<file path="config.mk">
export PLATFORM = sky130hd
export DESIGN_NAME = wallace_mac_accum_flat
export DESIGN_NICKNAME = d
export VERILOG_FILES = /design/src/rtl/mac_pkg.sv /design/src/rtl/wallace_mac_accum_if.sv /design/src/rtl/WallaceTreeMultpr8x8.sv /design/src/rtl/wallace_mac_accum.sv /design/src/flat_wrapper.sv
export SDC_FILE = /design/constraint.sdc
export NUM_CORES = 1
export LEC_CHECK = 0
export ABC_AREA = 1
export CAP_MARGIN = 20
export CORE_MARGIN = 5
export CORE_UTILIZATION = 53
export DETAILED_ROUTE_END_ITERATION = 10
export DONT_BUFFER_PORTS = 1
export PLACE_DENSITY = 0.68
export SYNTH_ARGS = -nofsm -noshare
export SYNTH_HDL_FRONTEND = slang
export SYNTH_SLANG_ARGS = --single-unit
</file>
<file path="constraint.sdc">
create_clock -name clk -period 4.38 [get_ports clk]
set_input_delay 0.876 -clock clk [delete_from_list [all_inputs] [get_ports clk]]
set_output_delay 0.876 -clock clk [all_outputs]
set_load 0.02 [all_outputs]
</file>
<file path="src/rtl/mac_pkg.sv">
// mac_pkg: shared types, widths and helpers for the wallace_mac_accum stage.
//   state_t    - accumulate FSM state (EMPTY, PARTIAL)
//   PROD_W     - width of the 8x8 product
//   cnt_width  - width of a term counter able to hold max_terms
package mac_pkg;

    typedef enum logic {EMPTY, PARTIAL} state_t;

    localparam int PROD_W = 16;

    function automatic int cnt_width(input int max_terms);
        return $clog2(max_terms) + 1;
    endfunction

endpackage

</file>
<file path="src/rtl/wallace_mac_accum_if.sv">
// wallace_mac_accum_if: operand stream in, group result out, plus clear.
//   master: operand streamer / result consumer side (drives in_*, clear, out_ready)
//   slave : the MAC stage (drives in_ready, out_valid, out_acc, out_count, out_ovf)
//   in_valid/in_ready/in_a/in_b/in_last - operand pair handshake
//   clear                               - synchronous flush of pipeline and partial group
//   out_valid/out_ready                 - result handshake
//   out_acc/out_count/out_ovf           - group sum, term count, sticky overflow
interface wallace_mac_accum_if
    import mac_pkg::*;
#(
    parameter int ACC_W = 24,
    parameter int CNT_W = cnt_width(256)
);

    logic             in_valid;
    logic             in_ready;
    logic [7:0]       in_a;
    logic [7:0]       in_b;
    logic             in_last;
    logic             clear;
    logic             out_valid;
    logic             out_ready;
    logic [ACC_W-1:0] out_acc;
    logic [CNT_W-1:0] out_count;
    logic             out_ovf;

    modport master (
        output in_valid, in_a, in_b, in_last, clear, out_ready,
        input  in_ready, out_valid, out_acc, out_count, out_ovf
    );

    modport slave (
        input  in_valid, in_a, in_b, in_last, clear, out_ready,
        output in_ready, out_valid, out_acc, out_count, out_ovf
    );

endinterface

</file>
<file path="src/rtl/WallaceTreeMultpr8x8.sv">
// WallaceTreeMultpr8x8: combinational unsigned 8x8 multiplier built as a Wallace tree.
//   a, b - unsigned operands
//   prod - 16-bit product
module WallaceTreeMultpr8x8
    import mac_pkg::*;
(
    input  logic [7:0]        a,
    input  logic [7:0]        b,
    output logic [PROD_W-1:0] prod
);

    // 3:2 carry-save compressor on whole rows: returns {carry<<1, sum}.
    // Carries past bit 15 are dropped; the true product never needs them.
    function automatic logic [2*PROD_W-1:0] csa(input logic [PROD_W-1:0] x, y, z);
        return {((x & y) | (x & z) | (y & z)) << 1, x ^ y ^ z};
    endfunction

    logic [PROD_W-1:0] pp [8];
    logic [PROD_W-1:0] s  [6];
    logic [PROD_W-1:0] c  [6];

    // 8 rows -> 6 -> 4 -> 3 -> 2, then one carry-propagate add.
    always_comb begin
        for (int i = 0; i < 8; i++) pp[i] = {8'b0, a & {8{b[i]}}} << i;
        {c[0], s[0]} = csa(pp[0], pp[1], pp[2]);
        {c[1], s[1]} = csa(pp[3], pp[4], pp[5]);
        {c[2], s[2]} = csa(s[0], c[0], s[1]);
        {c[3], s[3]} = csa(c[1], pp[6], pp[7]);
        {c[4], s[4]} = csa(s[2], c[2], s[3]);
        {c[5], s[5]} = csa(s[4], c[4], c[3]);
        prod = s[5] + c[5];
    end

endmodule

</file>
<file path="src/rtl/wallace_mac_accum.sv">
// wallace_mac_accum: pipelined multiply-accumulate, one result per in_last-terminated group.
//   clk - rising-edge clock
//   rst - asynchronous active-high reset
//   bus - wallace_mac_accum_if.slave (operand stream in, group result out, clear)
// Optional: define MAC_SAT_EN to saturate the accumulator to all ones on overflow
// (for the rest of the group); otherwise it wraps and out_ovf is the only indication.
module wallace_mac_accum
    import mac_pkg::*;
#(
    parameter int ACC_W     = 24,
    parameter int MAX_TERMS = 256,
    parameter int CNT_W     = cnt_width(MAX_TERMS)
) (
    input logic                clk,
    input logic                rst,
    wallace_mac_accum_if.slave bus
);

    logic              s1_valid_q, s1_valid_d, s1_last_q, s1_last_d;
    logic [7:0]        s1_a_q, s1_a_d, s1_b_q, s1_b_d;
    logic              s2_valid_q, s2_valid_d, s2_last_q, s2_last_d;
    logic [PROD_W-1:0] s2_prod_q, s2_prod_d;
    state_t            state_q, state_d;
    logic [ACC_W-1:0]  acc_q, acc_d;
    logic [CNT_W-1:0]  cnt_q, cnt_d;
    logic              ovf_q, ovf_d;
    logic              out_valid_q, out_valid_d, out_ovf_q, out_ovf_d;
    logic [ACC_W-1:0]  out_acc_q, out_acc_d;
    logic [CNT_W-1:0]  out_count_q, out_count_d;

    logic              stall, accept, close, new_ovf;
    logic [PROD_W-1:0] prod;
    logic [ACC_W:0]    sum;
    logic [ACC_W-1:0]  new_acc;
    logic [CNT_W-1:0]  new_cnt;

    WallaceTreeMultpr8x8 u_mult (
        .a    (s1_a_q),
        .b    (s1_b_q),
        .prod (prod)
    );

    assign stall        = out_valid_q & ~bus.out_ready;
    assign bus.in_ready = ~stall & ~bus.clear;
    assign accept       = bus.in_valid & bus.in_ready;

    // In EMPTY the running values are ignored so a new group starts from the product alone.
    assign sum     = {1'b0, (state_q == EMPTY) ? '0 : acc_q} + {{(ACC_W + 1 - PROD_W){1'b0}}, s2_prod_q};
    assign new_cnt = ((state_q == EMPTY) ? '0 : cnt_q) + CNT_W'(1);
    assign new_ovf = ((state_q == EMPTY) ? 1'b0 : ovf_q) | sum[ACC_W];
    assign close   = s2_last_q | (new_cnt == CNT_W'(MAX_TERMS));
`ifdef MAC_SAT_EN
    assign new_acc = new_ovf ? '1 : sum[ACC_W-1:0];
`else
    assign new_acc = sum[ACC_W-1:0];
`endif

    always_comb begin
        s1_valid_d  = s1_valid_q;
        s1_last_d   = s1_last_q;
        s1_a_d      = s1_a_q;
        s1_b_d      = s1_b_q;
        s2_valid_d  = s2_valid_q;
        s2_last_d   = s2_last_q;
        s2_prod_d   = s2_prod_q;
        state_d     = state_q;
        acc_d       = acc_q;
        cnt_d       = cnt_q;
        ovf_d       = ovf_q;
        out_valid_d = out_valid_q & ~bus.out_ready;
        out_acc_d   = out_acc_q;
        out_count_d = out_count_q;
        out_ovf_d   = out_ovf_q;
        if (bus.clear) begin
            s1_valid_d = 1'b0;
            s2_valid_d = 1'b0;
            state_d    = EMPTY;
            acc_d      = '0;
            cnt_d      = '0;
            ovf_d      = 1'b0;
        end else if (!stall) begin
            s1_valid_d = accept;
            if (accept) begin
                s1_a_d    = bus.in_a;
                s1_b_d    = bus.in_b;
                s1_last_d = bus.in_last;
            end
            s2_valid_d = s1_valid_q;
            s2_last_d  = s1_last_q;
            s2_prod_d  = prod;
            if (s2_valid_q) begin
                state_d = close ? EMPTY : PARTIAL;
                acc_d   = close ? '0 : new_acc;
                cnt_d   = close ? '0 : new_cnt;
                ovf_d   = close ? 1'b0 : new_ovf;
                if (close) begin
                    out_valid_d = 1'b1;
                    out_acc_d   = new_acc;
                    out_count_d = new_cnt;
                    out_ovf_d   = new_ovf;
                end
            end
        end
    end

    always_ff @(posedge clk or posedge rst) begin
        if (rst) begin
            s1_valid_q  <= 1'b0;
            s1_last_q   <= 1'b0;
            s1_a_q      <= '0;
            s1_b_q      <= '0;
            s2_valid_q  <= 1'b0;
            s2_last_q   <= 1'b0;
            s2_prod_q   <= '0;
            state_q     <= EMPTY;
            acc_q       <= '0;
            cnt_q       <= '0;
            ovf_q       <= 1'b0;
            out_valid_q <= 1'b0;
            out_acc_q   <= '0;
            out_count_q <= '0;
            out_ovf_q   <= 1'b0;
        end else begin
            s1_valid_q  <= s1_valid_d;
            s1_last_q   <= s1_last_d;
            s1_a_q      <= s1_a_d;
            s1_b_q      <= s1_b_d;
            s2_valid_q  <= s2_valid_d;
            s2_last_q   <= s2_last_d;
            s2_prod_q   <= s2_prod_d;
            state_q     <= state_d;
            acc_q       <= acc_d;
            cnt_q       <= cnt_d;
            ovf_q       <= ovf_d;
            out_valid_q <= out_valid_d;
            out_acc_q   <= out_acc_d;
            out_count_q <= out_count_d;
            out_ovf_q   <= out_ovf_d;
        end
    end

    assign bus.out_valid = out_valid_q;
    assign bus.out_acc   = out_acc_q;
    assign bus.out_count = out_count_q;
    assign bus.out_ovf   = out_ovf_q;

endmodule

</file>
<file path="src/flat_wrapper.sv">
// flat-port wrapper written by rule: the top's interface ports become plain ports
module wallace_mac_accum_flat import mac_pkg::*;
#(
    parameter int ACC_W     = 24,
    parameter int MAX_TERMS = 256,
    parameter int CNT_W     = cnt_width(MAX_TERMS)
)
  (clk, rst, bus_in_valid, bus_in_a, bus_in_b, bus_in_last, bus_clear, bus_out_ready, bus_in_ready, bus_out_valid, bus_out_acc, bus_out_count, bus_out_ovf);
  wallace_mac_accum_if #(.ACC_W(ACC_W), .CNT_W(CNT_W)) bus_i ();
  input logic clk;
  input logic rst;
  input wire logic [$bits(bus_i.in_valid)-1:0] bus_in_valid;
  input wire logic [$bits(bus_i.in_a)-1:0] bus_in_a;
  input wire logic [$bits(bus_i.in_b)-1:0] bus_in_b;
  input wire logic [$bits(bus_i.in_last)-1:0] bus_in_last;
  input wire logic [$bits(bus_i.clear)-1:0] bus_clear;
  input wire logic [$bits(bus_i.out_ready)-1:0] bus_out_ready;
  output wire logic [$bits(bus_i.in_ready)-1:0] bus_in_ready;
  output wire logic [$bits(bus_i.out_valid)-1:0] bus_out_valid;
  output wire logic [$bits(bus_i.out_acc)-1:0] bus_out_acc;
  output wire logic [$bits(bus_i.out_count)-1:0] bus_out_count;
  output wire logic [$bits(bus_i.out_ovf)-1:0] bus_out_ovf;
  assign bus_i.in_valid = bus_in_valid;
  assign bus_i.in_a = bus_in_a;
  assign bus_i.in_b = bus_in_b;
  assign bus_i.in_last = bus_in_last;
  assign bus_i.clear = bus_clear;
  assign bus_i.out_ready = bus_out_ready;
  assign bus_in_ready = bus_i.in_ready;
  assign bus_out_valid = bus_i.out_valid;
  assign bus_out_acc = bus_i.out_acc;
  assign bus_out_count = bus_i.out_count;
  assign bus_out_ovf = bus_i.out_ovf;
  wallace_mac_accum #(.ACC_W(ACC_W), .MAX_TERMS(MAX_TERMS), .CNT_W(CNT_W)) u_core (.clk(clk), .rst(rst), .bus(bus_i));
endmodule
</file>
-- Yosys cells after proc, flatten, opt, wreduce, memory -nomap -nowiden
Index checks and enable logic that the tools add are counted.
- bits in registers: 106
- latch bits: 0
- memory bits (writable): 0
- memory bits (read-only): 0
- input bits: 22
- output and inout bits: 36
- word-level logic and storage cells: 110
- memories: 0
- $add $sub $neg: 3
- multipliers: 0
- div/mod/pow operators: 0
- $lt $le $gt $ge: 0
- equality and inequality tests: 2
- shift-type cells: 0
- muxes and demuxes: 27
- bitwise operators: 58
- reduce and logical (&&, ||, !) cells: 5
- operators with widths (cell ; number):
    two-way mux 24 bit ; 5
    AND 8 bit ; 8
    bitwise OR 15 bit ; 4
    AND 14 x 15 -> 15 bit ; 3
    AND 15 bit ; 3
    two-way mux 9 bit ; 5
    XOR 16 bit ; 2
    bitwise OR 14 x 15 -> 15 bit ; 2
    AND 11 x 13 -> 13 bit ; 2
    bitwise OR 13 bit ; 2
    adder 24 x 16 -> 25 bit ; 1
    two-way mux 1 bit ; 17
    adder 16 bit ; 1
    XOR 16 x 14 -> 16 bit ; 1
    XOR 16 x 15 -> 16 bit ; 1
    AND 13 x 15 -> 15 bit ; 1
    XOR 14 x 15 -> 15 bit ; 1
    AND 13 x 14 -> 14 bit ; 1
    AND 14 bit ; 1
    XOR 14 bit ; 1
    AND 10 x 13 -> 13 bit ; 1
    AND 12 x 13 -> 13 bit ; 1
    bitwise OR 11 x 13 -> 13 bit ; 1
    bitwise OR 12 x 13 -> 13 bit ; 1
    other kinds (23) ; 29

-- Logic depth before layout (Yosys ltp)
- depth after elaboration: 14
- depth in mapped cells: 20
- depth with buffers taken out: 18

-- Modules after synthesis
A second synthesis with hierarchy kept.
- cell total of the unflattened synthesis: 1153
- area total of the unflattened synthesis: 8187.9 um^2
- modules (own cells, without submodules) (module ; times used ; cells each ; area each (um^2) ; sequential area each (um^2)):
    wallace_mac_accum ; 1 ; 843 ; 6109.6 ; 2652.5
    WallaceTreeMultpr8x8 ; 1 ; 310 ; 2078.2 ; 0.0

-- Worst setup path after synthesis
No wires, ideal clock.
- kind: register to register
- start point: register u_core.s1_b_q[0]
- end point: register u_core.s2_prod_q[12]
- setup time: 0.083 ns
- arrival: 3.771 ns
- required time: 4.297 ns
- slack: 0.526 ns
- cell stages (with the launch flop): 18
- buffers on the path: 1
- clock period less this slack: 3.854 ns
- cell sequence: dfrtp_1 > clkbuf_1 > nand2_1 > fa_1 > fa_1 > fa_1 > fa_1 > inv_1 > ha_1 > nand2_1 > nand3_1 > inv_1 > nor2_1 > nor2_1 > o21bai_1 > nand2_1 > nand2_1 > o21ai_0
- word-level cells in the longest chain between the ends: 14
- elaborated cells between the ends (all ways): 29
- those cells by class: add/sub: 1; bitwise: 28
- RTL lines (element ; line ; source):
    start, declared ; wallace_mac_accum.sv:20 ; logic [7:0] s1_a_q, s1_a_d, s1_b_q, s1_b_d;
    start signal, assigned ; wallace_mac_accum.sv:111 ; s1_b_q <= '0;
    start signal, assigned ; wallace_mac_accum.sv:127 ; s1_b_q <= s1_b_d;
    AND 8 bit (*) ; WallaceTreeMultpr8x8.sv:24 ; for (int i = 0; i < 8; i++) pp[i] = {8'b0, a & {8{b[i]}}} << i;
    AND 8 x 9 -> 9 bit or AND 8 x 10 -> 10 bit (tied branches) ; WallaceTreeMultpr8x8.sv:15 ; return {((x & y) | (x & z) | (y & z)) << 1, x ^ y ^ z};
    bitwise OR 9 x 10 -> 10 bit ; WallaceTreeMultpr8x8.sv:15 ;
    bitwise OR 10 bit ; WallaceTreeMultpr8x8.sv:15 ;
    AND 10 x 11 -> 11 bit ; WallaceTreeMultpr8x8.sv:15 ;
    bitwise OR 11 x 13 -> 13 bit ; WallaceTreeMultpr8x8.sv:15 ;
    bitwise OR 13 bit ; WallaceTreeMultpr8x8.sv:15 ;
    AND 13 x 14 -> 14 bit ; WallaceTreeMultpr8x8.sv:15 ;
    bitwise OR 14 x 15 -> 15 bit ; WallaceTreeMultpr8x8.sv:15 ;
    bitwise OR 15 bit ; WallaceTreeMultpr8x8.sv:15 ;
    AND 15 bit ; WallaceTreeMultpr8x8.sv:15 ;
    bitwise OR 15 bit (2 in a row) ; WallaceTreeMultpr8x8.sv:15 ;
    adder 16 bit (*) ; WallaceTreeMultpr8x8.sv:31 ; prod = s[5] + c[5];
    end signal, assigned ; wallace_mac_accum.sv:130 ; s2_prod_q <= s2_prod_d;
    end, declared ; wallace_mac_accum.sv:22 ; logic [PROD_W-1:0] s2_prod_q, s2_prod_d;
Every way passes the cells marked *; elsewhere a longest branch is shown, timed or not.
A chain may end at the register's enable or synchronous reset.

-- Worst setup path in the final report
- start point: register u_core.s1_a_q[4]
- end point: register u_core.s2_prod_q[12]
- word-level cells in the longest chain between the ends: 14
- elaborated cells between the ends (all ways): 51
- those cells by class: add/sub: 1; bitwise: 50
- RTL lines (element ; line ; source):
    start, declared ; wallace_mac_accum.sv:20 ;
    start signal, assigned ; wallace_mac_accum.sv:110 ; s1_a_q <= '0;
    start signal, assigned ; wallace_mac_accum.sv:126 ; s1_a_q <= s1_a_d;
    AND 8 bit ; WallaceTreeMultpr8x8.sv:24 ;
    AND 8 x 9 -> 9 bit or AND 8 x 10 -> 10 bit (tied branches) ; WallaceTreeMultpr8x8.sv:15 ;
    bitwise OR 9 x 10 -> 10 bit ; WallaceTreeMultpr8x8.sv:15 ;
    bitwise OR 10 bit ; WallaceTreeMultpr8x8.sv:15 ;
    AND 10 x 11 -> 11 bit ; WallaceTreeMultpr8x8.sv:15 ;
    bitwise OR 11 x 13 -> 13 bit ; WallaceTreeMultpr8x8.sv:15 ;
    bitwise OR 13 bit ; WallaceTreeMultpr8x8.sv:15 ;
    AND 13 x 14 -> 14 bit ; WallaceTreeMultpr8x8.sv:15 ;
    bitwise OR 14 x 15 -> 15 bit ; WallaceTreeMultpr8x8.sv:15 ;
    bitwise OR 15 bit ; WallaceTreeMultpr8x8.sv:15 ;
    AND 15 bit ; WallaceTreeMultpr8x8.sv:15 ;
    bitwise OR 15 bit (2 in a row) ; WallaceTreeMultpr8x8.sv:15 ;
    adder 16 bit (*) ; WallaceTreeMultpr8x8.sv:31 ;
Marked as above.

==> flow_summary.yaml <==
pwr:
  seqPwrFrac_pct: 30.5
  p_sw_mw: 2.10
  internal_power_mw: 2.54
  switching_share_pct: 45.3
  powerDensity_nw_per_um2: 540
  leakage_nw: 4.96
  power.share.combinational_pct: 51.2
  clkPwrFrac_pct: 18.3
  peakVddDrop_mv: 0.343
clocking:
  clk_latency_ns: 0.37
  cts_max_level: 3
  cts_tree: "built"
  clkTransAtPathRegs_ns: 0.07
  clockBufferDepth: 2
  clock-sinks: 106
  numCtsBuffers: 9
  root_buffer: "clkbuf_16"
timing:
  slew_headroom_pct: 38.8
  min_period_ns: 4.13
  rsz0062_at_grt: "false"
  fmax_mhz: 242
  hold_viol: 0
  period_share_pct: 94.4
  setup_viol: 0
  clock_skew_ns: 0.0100
  finalSetupTns_ns: 0
  tightest_slew_ns: 0.912
  worst_slack_ns: 0.247
  maxSlewViolCount: 0
finish:
  antenna_cells: 0
  multi_input_area_sq_um: 4610
  regArea_sq_um: 2650
  fill_cells: 1479
  fin_area_sq_um: 8590
  nNetsFinal: 1222
  drive_gt1_share_pct: 4.81
  syn_to_final_growth_pct: 4.48
  utilization_pct: 56.5
routing:
  dr_total_vias: 6937
  drtAntennaViolNets: 0
  routed_wl_mm: 19.0
  drt_iter0_drc: 417
  avgViaCountPerCell: 5.30
  avgRoutedWirePerCell_microns: 14.5
  drt_pass1_iterations: 5
  drcViolationCount: 0
outcome:
  status: "complete, no violations"
floorplanning:
  initial_utilization_pct: 54.1
  die_w_microns: 135
  io_pins: 58
  rows: 45
  die_height_microns: 135
  core_area_sq_um: 15200
  dieArea_sq_um: 18100
global_route:
  antenna_found_initial: 0
  grt_max_degree: 57
  grt_pass1_wl_mm: 32.4
  grt_pass1_vias: 6611
  grt_overflow: 0
  grtUsageTotal_pct: 22.0
yosys:
  synthesis.area_sq_um: 8220
  synth_area_per_cell_sq_um: 7.18
  seq_area_frac_synth_pct: 32.3
  synth_warnings: 0
  yosysUniqueCellTypes: 31
  syn_inst: 1145
  syn_nets: 1250
  synth_top_area_cell: "dfrtp_1"
  synthTopCellsByArea: "dfrtp_1, nand2_1, fa_1"
  synth_top_area_share_pct: 32.3
  ys_ff_latch: 106
worst_setup_path:
  worstPathArrival_ns: 4.41
  critical_path_class: "reg -> reg"
  endpoint_kind: "flip-flop"
  critPathLaunchType: "flip-flop"
  required_ns: 4.65
  critPathMaxFanout: 9
placement:
  gp_congestion: 0.929
  port_buffers: 0
  dp_hpwl_mm: 14.6
  post-place-ws_ns: 0.278
  place_area_sq_um: 8280
worst_hold_path:
  hold_class: "in -> async"
flow_run:
  drv_cap: 0
[synth_stat cells]
library cell and n:
xor2_1 12, nor3_1 4, buf_6 3, inv_1 194, nand3b_1 1, nor2_1 58, o21bai_1 16, nand2_4 2
nand2_1 434, o22ai_1 1, a21oi_1 10, buf_4 7, ha_1 43, nor2_4 2, dfrtp_1 106, buf_2 7
or2_2 2, xnor2_1 3, mux2_2 17, o21ai_0 16, fa_1 40, nor2_2 4, buf_1 1, nand3_2 1
clkinv_1 2, clkbuf_1 27, nand3_1 84, a31oi_1 6, o21ai_1 1, nand4_1 38, nand2_2 3
[state kept, by name, indices dropped and copies added (netlist names), 8 cells and up]
register              flops
u_core.cnt_q              9
u_core.bus.out_count      9
u_core.s2_prod_q         16
u_core.bus.out_acc       24
u_core.s1_b_q             8
u_core.acc_q             24
u_core.s1_a_q             8
[power by group through the flow]
| stage | Combinational, mW | Sequential (mW) | Clock (mW) |
|---|---|---|---|
| after detailed placement | 2.38 | 1.44 | 0 |
| after floorplan | 1.95 | 1.34 | 0 |
| after global routing | 2.78 | 1.44 | 0.912 |
| after CTS | 2.39 | 1.42 | 0.877 |
| after global placement | 2.29 | 1.43 | 0 |
| final | 2.37 | 1.42 | 0.850 |
[area by class of cell]
type                            count  area share, %
Multi-Input combinational cell    798           53.7
Sequential cell                   106           30.9
Inverter                          196           8.60
Clock buffer                       11           2.83
Tap cell                          188           2.74
Clock inverter                      5          0.729
Timing Repair Buffer                6          0.525
[stage by stage]
| step | instances | power (mW) | hold WS [ns] |
|---|---|---|---|
| after detailed placement | 1294 | 3.82 | 0.468 |
| after floorplan | 1145 | 3.29 | 0.446 |
| after global routing | 1310 | 5.13 | 0.505 |
| after CTS | 1310 | 4.69 | 0.486 |
| after global placement | 1294 | 3.72 | 0.460 |
| final | 1310 | 4.64 | 0.486 |
[critical path: stages, from the launching register on]
cell and delay (ns):
dfrtp_1 0.49, nand2_1 0.10, inv_1 0.06, fa_1 0.54, inv_1 0.06, fa_1 0.46
fa_1 0.51, fa_1 0.54, inv_1 0.04, ha_1 0.34, nand2_1 0.11, nand3_1 0.08
inv_1 0.08, nor2_1 0.04, nor2_1 0.19, o21bai_1 0.11, nand2_1 0.07, nand2_1 0.04
o21ai_0 0.16
[cell usage in the layout (no fill, tap or decap), types with 2 or more instances in the layout]
cell	synthesis	final
fa_1	40	40
or2_2	2	2
o21bai_1	16	16
buf_4	7	6
xnor2_1	3	3
nand2_4	2	2
a31oi_1	6	6
o21ai_0	16	16
nand3_1	84	84
clkbuf_16	0	9
nor2_1	58	58
xor2_1	12	12
nor2_4	2	3
ha_1	43	43
a21oi_1	10	10
nand2_1	434	434
dfrtp_1	106	105
mux2_2	17	17
inv_1	194	193
nand4_1	38	38
nor3_1	4	4
clkinv_1	2	2
nor2_2	4	3
nand2_2	3	3
[logic make-up (layout without fill, tap and decap cells)]
logic type	count (synthesis)	count (layout)	synth area share, %
AOI/OAI and AO/OA	50	50	3.64
xor gates and xnor gates	15	15	1.60
muxes	17	17	2.33
adders and majority gates	83	83	16.3
buffers and inverters	241	218	11.7
and+or+nand+nor	633	633	32.2
DFF	106	106	32.3
[per-layer routing]
| layer | global-route usage (%) | share of wire, % |
|---|---|---|
| met2 | 37.3 | 49 |
| met3 | 3.87 | 5.1 |
| met1 | 29.2 | 44 |
| met5 | 0 | 0 |
| met4 | 6.39 | 1.8 |
[path summary, 6_finish.rpt]
kind	startpoint	endpoint	slack (ns)	depth (start not counted)
min in group clk	u_core.acc_q[8]	u_core.acc_q[8]	0.49	2
hold reg to reg	u_core.acc_q[8]	u_core.acc_q[8]	0.49	2
max in group asynchronous	rst	u_core.s1_b_q[3]	3.06	2
setup reg to reg	u_core.s1_a_q[4]	u_core.s2_prod_q[12]	0.25	18
hold / removal	rst	u_core.bus.out_count[3]	0.49	1
setup / recovery	u_core.s1_a_q[4]	u_core.s2_prod_q[12]	0.25	18
[what timing repair did]
item	4_1_cts	5_1_grt
gates resized for setup	0	1
hold endpoints to repair	0	0
buffers inserted	0	0
hold buffers	0	0
setup endpoints to repair	0	1
(Power assumes the default switching activity.)
